### src/rtl/sat_narrow_pipe.sv
// Two-stage valid/ready pipeline that narrows a signed IN_W value to OUT_W bits,
// saturating or wrapping on overflow, with sticky and counted overflow reporting.
module sat_narrow_pipe #(
    parameter int unsigned IN_W  = 32,
    parameter int unsigned OUT_W = 16,
    parameter int unsigned CNT_W = 16
) (
    input  logic             clk,
    input  logic             rst_n,
    input  logic             in_valid,
    output logic             in_ready,
    input  logic [IN_W-1:0]  data_in,
    input  logic             sat_en,
    output logic             out_valid,
    input  logic             out_ready,
    output logic [OUT_W-1:0] data_out,
    output logic             ovf,
    output logic             ovf_sticky,
    input  logic             ovf_clr,
    output logic [CNT_W-1:0] ovf_count
);

    localparam int unsigned HI_W = IN_W - OUT_W + 1;

    logic             s1_valid;
    logic [OUT_W-1:0] s1_low;
    logic             s1_sign;
    logic             s1_sat;
    logic             s1_ovf;

    logic             s2_load;
    logic             accept;
    logic             s1_adv;
    logic             ovf_event;
    logic             in_ovf;
    logic [HI_W-1:0]  in_hi;
    logic [OUT_W-1:0] narrow;
    logic [CNT_W-1:0] cnt_base;
    logic [CNT_W-1:0] cnt_d;
    logic             sticky_d;

    assign s2_load   = !out_valid || out_ready;
    assign in_ready  = !s1_valid || s2_load;
    assign accept    = in_valid && in_ready;
    assign s1_adv    = s1_valid && s2_load;
    assign ovf_event = out_valid && out_ready && ovf;

    // In range only when the discarded bits plus the new sign bit are all equal.
    assign in_hi  = data_in[IN_W-1:OUT_W-1];
    assign in_ovf = !((&in_hi) || !(|in_hi));

    always_comb begin
        narrow = s1_low;
        if (s1_ovf && s1_sat) begin
            narrow = s1_sign ? {1'b1, {(OUT_W-1){1'b0}}} : {1'b0, {(OUT_W-1){1'b1}}};
        end
    end

    // Clear takes effect first, so a same-cycle event lands on a zeroed counter.
    always_comb begin
        cnt_base = ovf_clr ? '0 : ovf_count;
        sticky_d = ovf_clr ? 1'b0 : ovf_sticky;
        cnt_d    = cnt_base;
        if (ovf_event) begin
            sticky_d = 1'b1;
            if (cnt_base != {CNT_W{1'b1}}) begin
                cnt_d = cnt_base + CNT_W'(1);
            end
        end
    end

    always_ff @(posedge clk or negedge rst_n) begin
        if (!rst_n) begin
            s1_valid <= 1'b0;
            s1_low   <= '0;
            s1_sign  <= 1'b0;
            s1_sat   <= 1'b0;
            s1_ovf   <= 1'b0;
        end else begin
            if (accept) begin
                s1_valid <= 1'b1;
                s1_low   <= data_in[OUT_W-1:0];
                s1_sign  <= data_in[IN_W-1];
                s1_sat   <= sat_en;
                s1_ovf   <= in_ovf;
            end else if (s1_adv) begin
                s1_valid <= 1'b0;
            end
        end
    end

    always_ff @(posedge clk or negedge rst_n) begin
        if (!rst_n) begin
            out_valid <= 1'b0;
            data_out  <= '0;
            ovf       <= 1'b0;
        end else begin
            if (s2_load) begin
                out_valid <= s1_valid;
            end
            if (s1_adv) begin
                data_out <= narrow;
                ovf      <= s1_ovf;
            end
        end
    end

    always_ff @(posedge clk or negedge rst_n) begin
        if (!rst_n) begin
            ovf_sticky <= 1'b0;
            ovf_count  <= '0;
        end else begin
            ovf_sticky <= sticky_d;
            ovf_count  <= cnt_d;
        end
    end

endmodule

### config.mk
export PLATFORM = sky130hd
export DESIGN_NAME = sat_narrow_pipe
export DESIGN_NICKNAME = d
export VERILOG_FILES = /design/src/rtl/sat_narrow_pipe.sv
export SDC_FILE = /design/constraint.sdc
export NUM_CORES = 1
export LEC_CHECK = 0
export ABC_AREA = 1
export BUFFER_PORTS_ARGS = -buffer_cell sky130_fd_sc_hd__buf_2
export CORE_MARGIN = 2
export CORE_UTILIZATION = 53
export DETAILED_ROUTE_END_ITERATION = 8
export PLACE_DENSITY = 0.91
export SLEW_MARGIN = 0
export SYNTH_ARGS = -nofsm -noshare
export SYNTH_HDL_FRONTEND = slang
export SYNTH_SLANG_ARGS = --single-unit
export TNS_END_PERCENT = 20
### constraint.sdc
create_clock -name clk -period 1.95 [get_ports clk]
set_input_delay 0.0975 -clock clk [delete_from_list [all_inputs] [get_ports clk]]
set_output_delay 0.0975 -clock clk [all_outputs]
set_load 0.01 [all_outputs]
-- Yosys cells after proc, flatten, opt, wreduce, memory -nomap -nowiden
Cells that the tools add are included.
- eq/ne operators: 1
- add/sub/neg operators: 1
- reductions and logical operators: 16
- muxes and demuxes: 9
- operator list (kind ; number):
    16-bit two-way mux ; 5
    17-bit AND reduction ; 1
    17-bit OR reduction ; 1
    16-bit by 1-bit adder with 16-bit output (second input constant) ; 1
    16-bit != test (second input constant) ; 1
    1-bit logical AND ; 5
    1-bit zero test ; 4
    1-bit two-way mux ; 4
    2-bit nonzero test ; 2
    1-bit logical OR ; 3
- register bits after elaboration: 55
- input bits: 38
- word-level logic and storage cells: 37
- output and inout port bits: 36

-- Longest topological paths before layout
- depth in word-level cells: 5
- gate-level depth with buffers: 11
- mapped depth without buffers: 11

-- Least setup slack after synthesis
OpenSTA, ideal clock, no wires.
- path type: flip-flop to flip-flop
- start point: register ovf_count[0]
- end point: register ovf_count[11]
- required time: 1.884 ns
- period minus slack after synthesis: 1.705 ns
- data arrival time: 1.639 ns
- stages on the path, launching flop included: 12
- slack: 0.245 ns
- path through: dfrtp_1 inv_1 nor2_1 ha_1 nand2_1 nor2_4 nand2_1 nor2_2 nand3_2 nand3_1 nand2_1 nand2_1
- longest elaborated chain between the ends: 4
- elaborated cells between the ends (all ways): 5
- ends and longest elaborated chain (what ; RTL line ; source):
    from (decl) ; 20 ; output logic [CNT_W-1:0] ovf_count
    from (signal assigned) ; 114 ; ovf_count <= cnt_d;
    16-bit two-way mux * ; 61 ; cnt_base = ovf_clr ? '0 : ovf_count;
    16-bit by 1-bit adder with 16-bit output / 16-bit != test (equally long branches) ; 67, 66 ;
    16-bit two-way mux * ; 66 ; if (cnt_base != {CNT_W{1'b1}}) begin
    16-bit two-way mux * ; 64 ; if (ovf_event) begin
    named net cnt_d[11] ; 39 ; logic [CNT_W-1:0] cnt_d;
Mark *: on every way through the listed nets, which the timed path passes. The rest lies on a longest branch.
A chain may end at the register's enable or synchronous reset.

-- Final worst setup path
- start point: register ovf_count[1]
- end point: register ovf_count[11]
Same word-level chain as after synthesis.

==> reports/results.ini <==
[synthesis]
synth.most_common_cell=nand2_1
synth.distinct_cells=28
syn_area_per_cell_sq_um=7.465
yosysTopAreaCell=dfrtp_1
synthArstFlopShare_pct=100.0
yosys.area.top_type_share_pct=47.39
synth-edff-count=0
synth_common_cells=146 x nand2_1, 55 x dfrtp_1, 48 x nor2_1
synth_area_leaders=dfrtp_1 47%, nand2_1 19%, nor2_1 6.2%, inv_1 4.3%, nand3_1 4.0%
netlist_instances=389
synth_warnings=0
synth_area_sq_mm=0.002904
ys_seq_area_share_pct=47.39
ys_ff_latch=55
syn_nets=428
synth_ff_type=dfrtp_1

[setup_path]
required_ps=2210
cpPeakStageDelay_ps=390
path_cells=inv_1 -> nor2_2 -> ha_2 -> nand2_1 -> nor2_4 -> nand2_1 -> nor2_2 -> nand3_4 -> nand3_1 -> nand2_1 -> nand2_1
crit_start=ovf_count[1]
critPathBufInv=1
critPathKind=flip-flop to flip-flop
startpoint_type=flip-flop
r2r_start=ovf_count[1]
worstPathMaxFanout=7
cpMostUsedCell=nand2_1
cp_slowest_cell=dfrtp_1
worstSetupEndpointType=flip-flop
critPathArrivalTime_ps=2010
crit_family=simple AND/OR/NAND/NOR gates

[floorplanning]
row_count=26
die_h_um=78.02
ios=74
die_w_um=78.02
die_area_sq_mm=0.006087
start_util_pct=55.79
coreArea_sq_mm=0.005205

[global_route]
antenna_found_initial=0
gr-total-overflow=0
grt_usage_pct=25.12
grt_pass1_wl_um=12290
grt_max_degree=30
grt_pass1_vias=2899

[pwr]
total_power_mw=2.843
p_comb_share_pct=25.5
p_seq_share_pct=51.4
p_int_mw=1.898
switching_share_pct=33.24
p_leak_nw=1.958
ir_drop_mv=0.5591
p_clk_share_pct=23.1
p_sw_uw=945.0
p_per_area_mw_per_mm2=781.3

[clock_tree]
clk_latency_ps=320
numCtsBuffers=5
cts-root-buf=clkbuf_8
cts_sinks=55
cts.htree.levels=2
cts_setup_buffers=0
clockBufferDepth=2
tritoncts=done
clk_pin_slew_worst_paths_ps=100

[placed_design]
dp.final_hpwl_um=5043
dp_slack_ps=181.9
gp_congestion=0.8464
dpl.cell_count=531
numPortBuffers=73

[layout]
drive_above_1_share_pct=23.30
stdcell_count=555
n_antenna_cell=0
nets=523
fill_cells=446
seq_area_sq_mm=0.001376
multi_input_area_sq_mm=0.001340
area_growth_syn_to_layout_pct=25.29

[drt]
detail_route.first_pass.iterations=4
dr_total_vias=2887
drt_first_iter_violations=160
ant_nets=0
wl_per_cell_um=13.09
drcViolationCount=0
vias_per_cell=5.202
drt-total-wl_um=7263

[timing]
tightestPinTransition_ps=655.5
fin_worst_skew_ps=14.30
fin_tns_setup_ps=0
slew_headroom_pct=56.30
setup_slack_ps=192.6
drv_slew=0
rsz0062_at_grt=no
timing.fmax_mhz=569.0
min_period_ps=1757
fin_crit_sh_pct=90.12
hold_viol=0
setup_viol=0

[run_status]
outcome=completed

[hold_path]
hp-class=primary input to flip-flop
min-delay-start=data_in[15]

[flow_run]
maxCapViolations=0

==> worst reg2reg max path, stage by stage, from the launching register on <==
cell and delay, ps:
dfrtp_1 390, inv_1 70, nor2_2 130, ha_2 240, nand2_1 100, nor2_4 140, nand2_1 100, nor2_2 170
nand3_4 130, nand3_1 110, nand2_1 60, nand2_1 80
==> cell usage in the layout, fill, tap and decap left out, types with 2 or more instances in the layout <==
master,count
nand2_1,146
buf_2,73
dfrtp_1,55
nor2_1,48
inv_1,33
nand3_1,23
dlygate4sd3_1,16
a21oi_1,15
nand4_1,11
buf_4,10
o21ai_1,8
o21ai_0,6
nor2_2,5
clkbuf_8,5
nand2_2,4
nor2_4,4
xor2_1,3
nor2_8,2
nand2_4,2
xnor2_1,2
nor3_1,2
o31ai_1,2
==> power by group through the flow <==
stage	clock, mW	combinational [mW]	sequential [mW]
CTS	0.676	0.721	1.46
global route	0.719	0.805	1.49
detailed placement	0	0.695	1.48
global placement	0	0.668	1.48
floorplan	0	0.313	1.54
finish	0.657	0.724	1.46
==> cell type report <==
type                            instances  area share [%]
Sequential cell                        55           37.83
Inverter                               36           3.783
Timing Repair Buffer                   99           16.51
Multi-Input combinational cell        287           36.83
Clock inverter                          3          0.7565
Tap cell                               70           2.407
Clock buffer                            5           1.891
==> cells by family (layout without fill, tap and decap cells) <==
family / after synthesis / after routing / synth area share, %
AND/OR/NAND/NOR: 250 / 250 / 38.35
AO/OA/AOI/OAI: 31 / 31 / 5.515
adder cells (fa/ha/maj): 1 / 1 / 0.4308
flip-flops: 55 / 55 / 47.39
XOR/XNOR: 5 / 5 / 1.508
buffers and inverters: 47 / 143 / 6.807
==> repair_timing <==
action	4_1_cts	5_1_grt
hold endpoints to repair	42	0
setup endpoints to repair	0	6
resized for setup	0	2
hold buffers	16	0
==> flip-flops by register name, summed over array words and instances, names as in the netlist <==
name / count
data_out: 16
ovf_count: 16
s1_low: 16
out_valid: 1
ovf: 1
ovf_sticky: 1
s1_ovf: 1
s1_sat: 1
s1_sign: 1
s1_valid: 1
==> path summary, 6_finish.rpt <==
path | to | slack, ps | cells after the start
worst min-delay path | s1_low[15] | 50 | 3
max in group asynchronous | s1_sign | 960 | 3
worst min register to register | ovf_sticky | 480 | 2
min in group asynchronous | data_out[3] | 340 | 2
worst max register to register | ovf_count[11] | 190 | 11
worst max-delay path | ovf_count[11] | 190 | 11
==> metrics by stage <==
stage / area [sq um] / hold slack [ps] / util, %
detailed placement: 3372 / 164.7 / 64.78
floorplan: 2904 / -198.1 / -
global route: 3638 / 48.31 / 69.90
global placement: 3372 / 161.2 / 64.78
finish: 3638 / 47.96 / 69.90
CTS: 3628 / 14.06 / 69.71
==> routing by layer <==
layer,part of all wire (%),vias to the layer above,wire [um],global-route usage [%]
li1,-,1407,-,-
met1,41,1343,2950,30.09
met2,51,122,3689,45.52
met3,6.9,15,503,4.483
met4,1.6,0,119,8.596
met5,0,-,0,0
No activity file was read; power rests on OpenSTA's default activity.
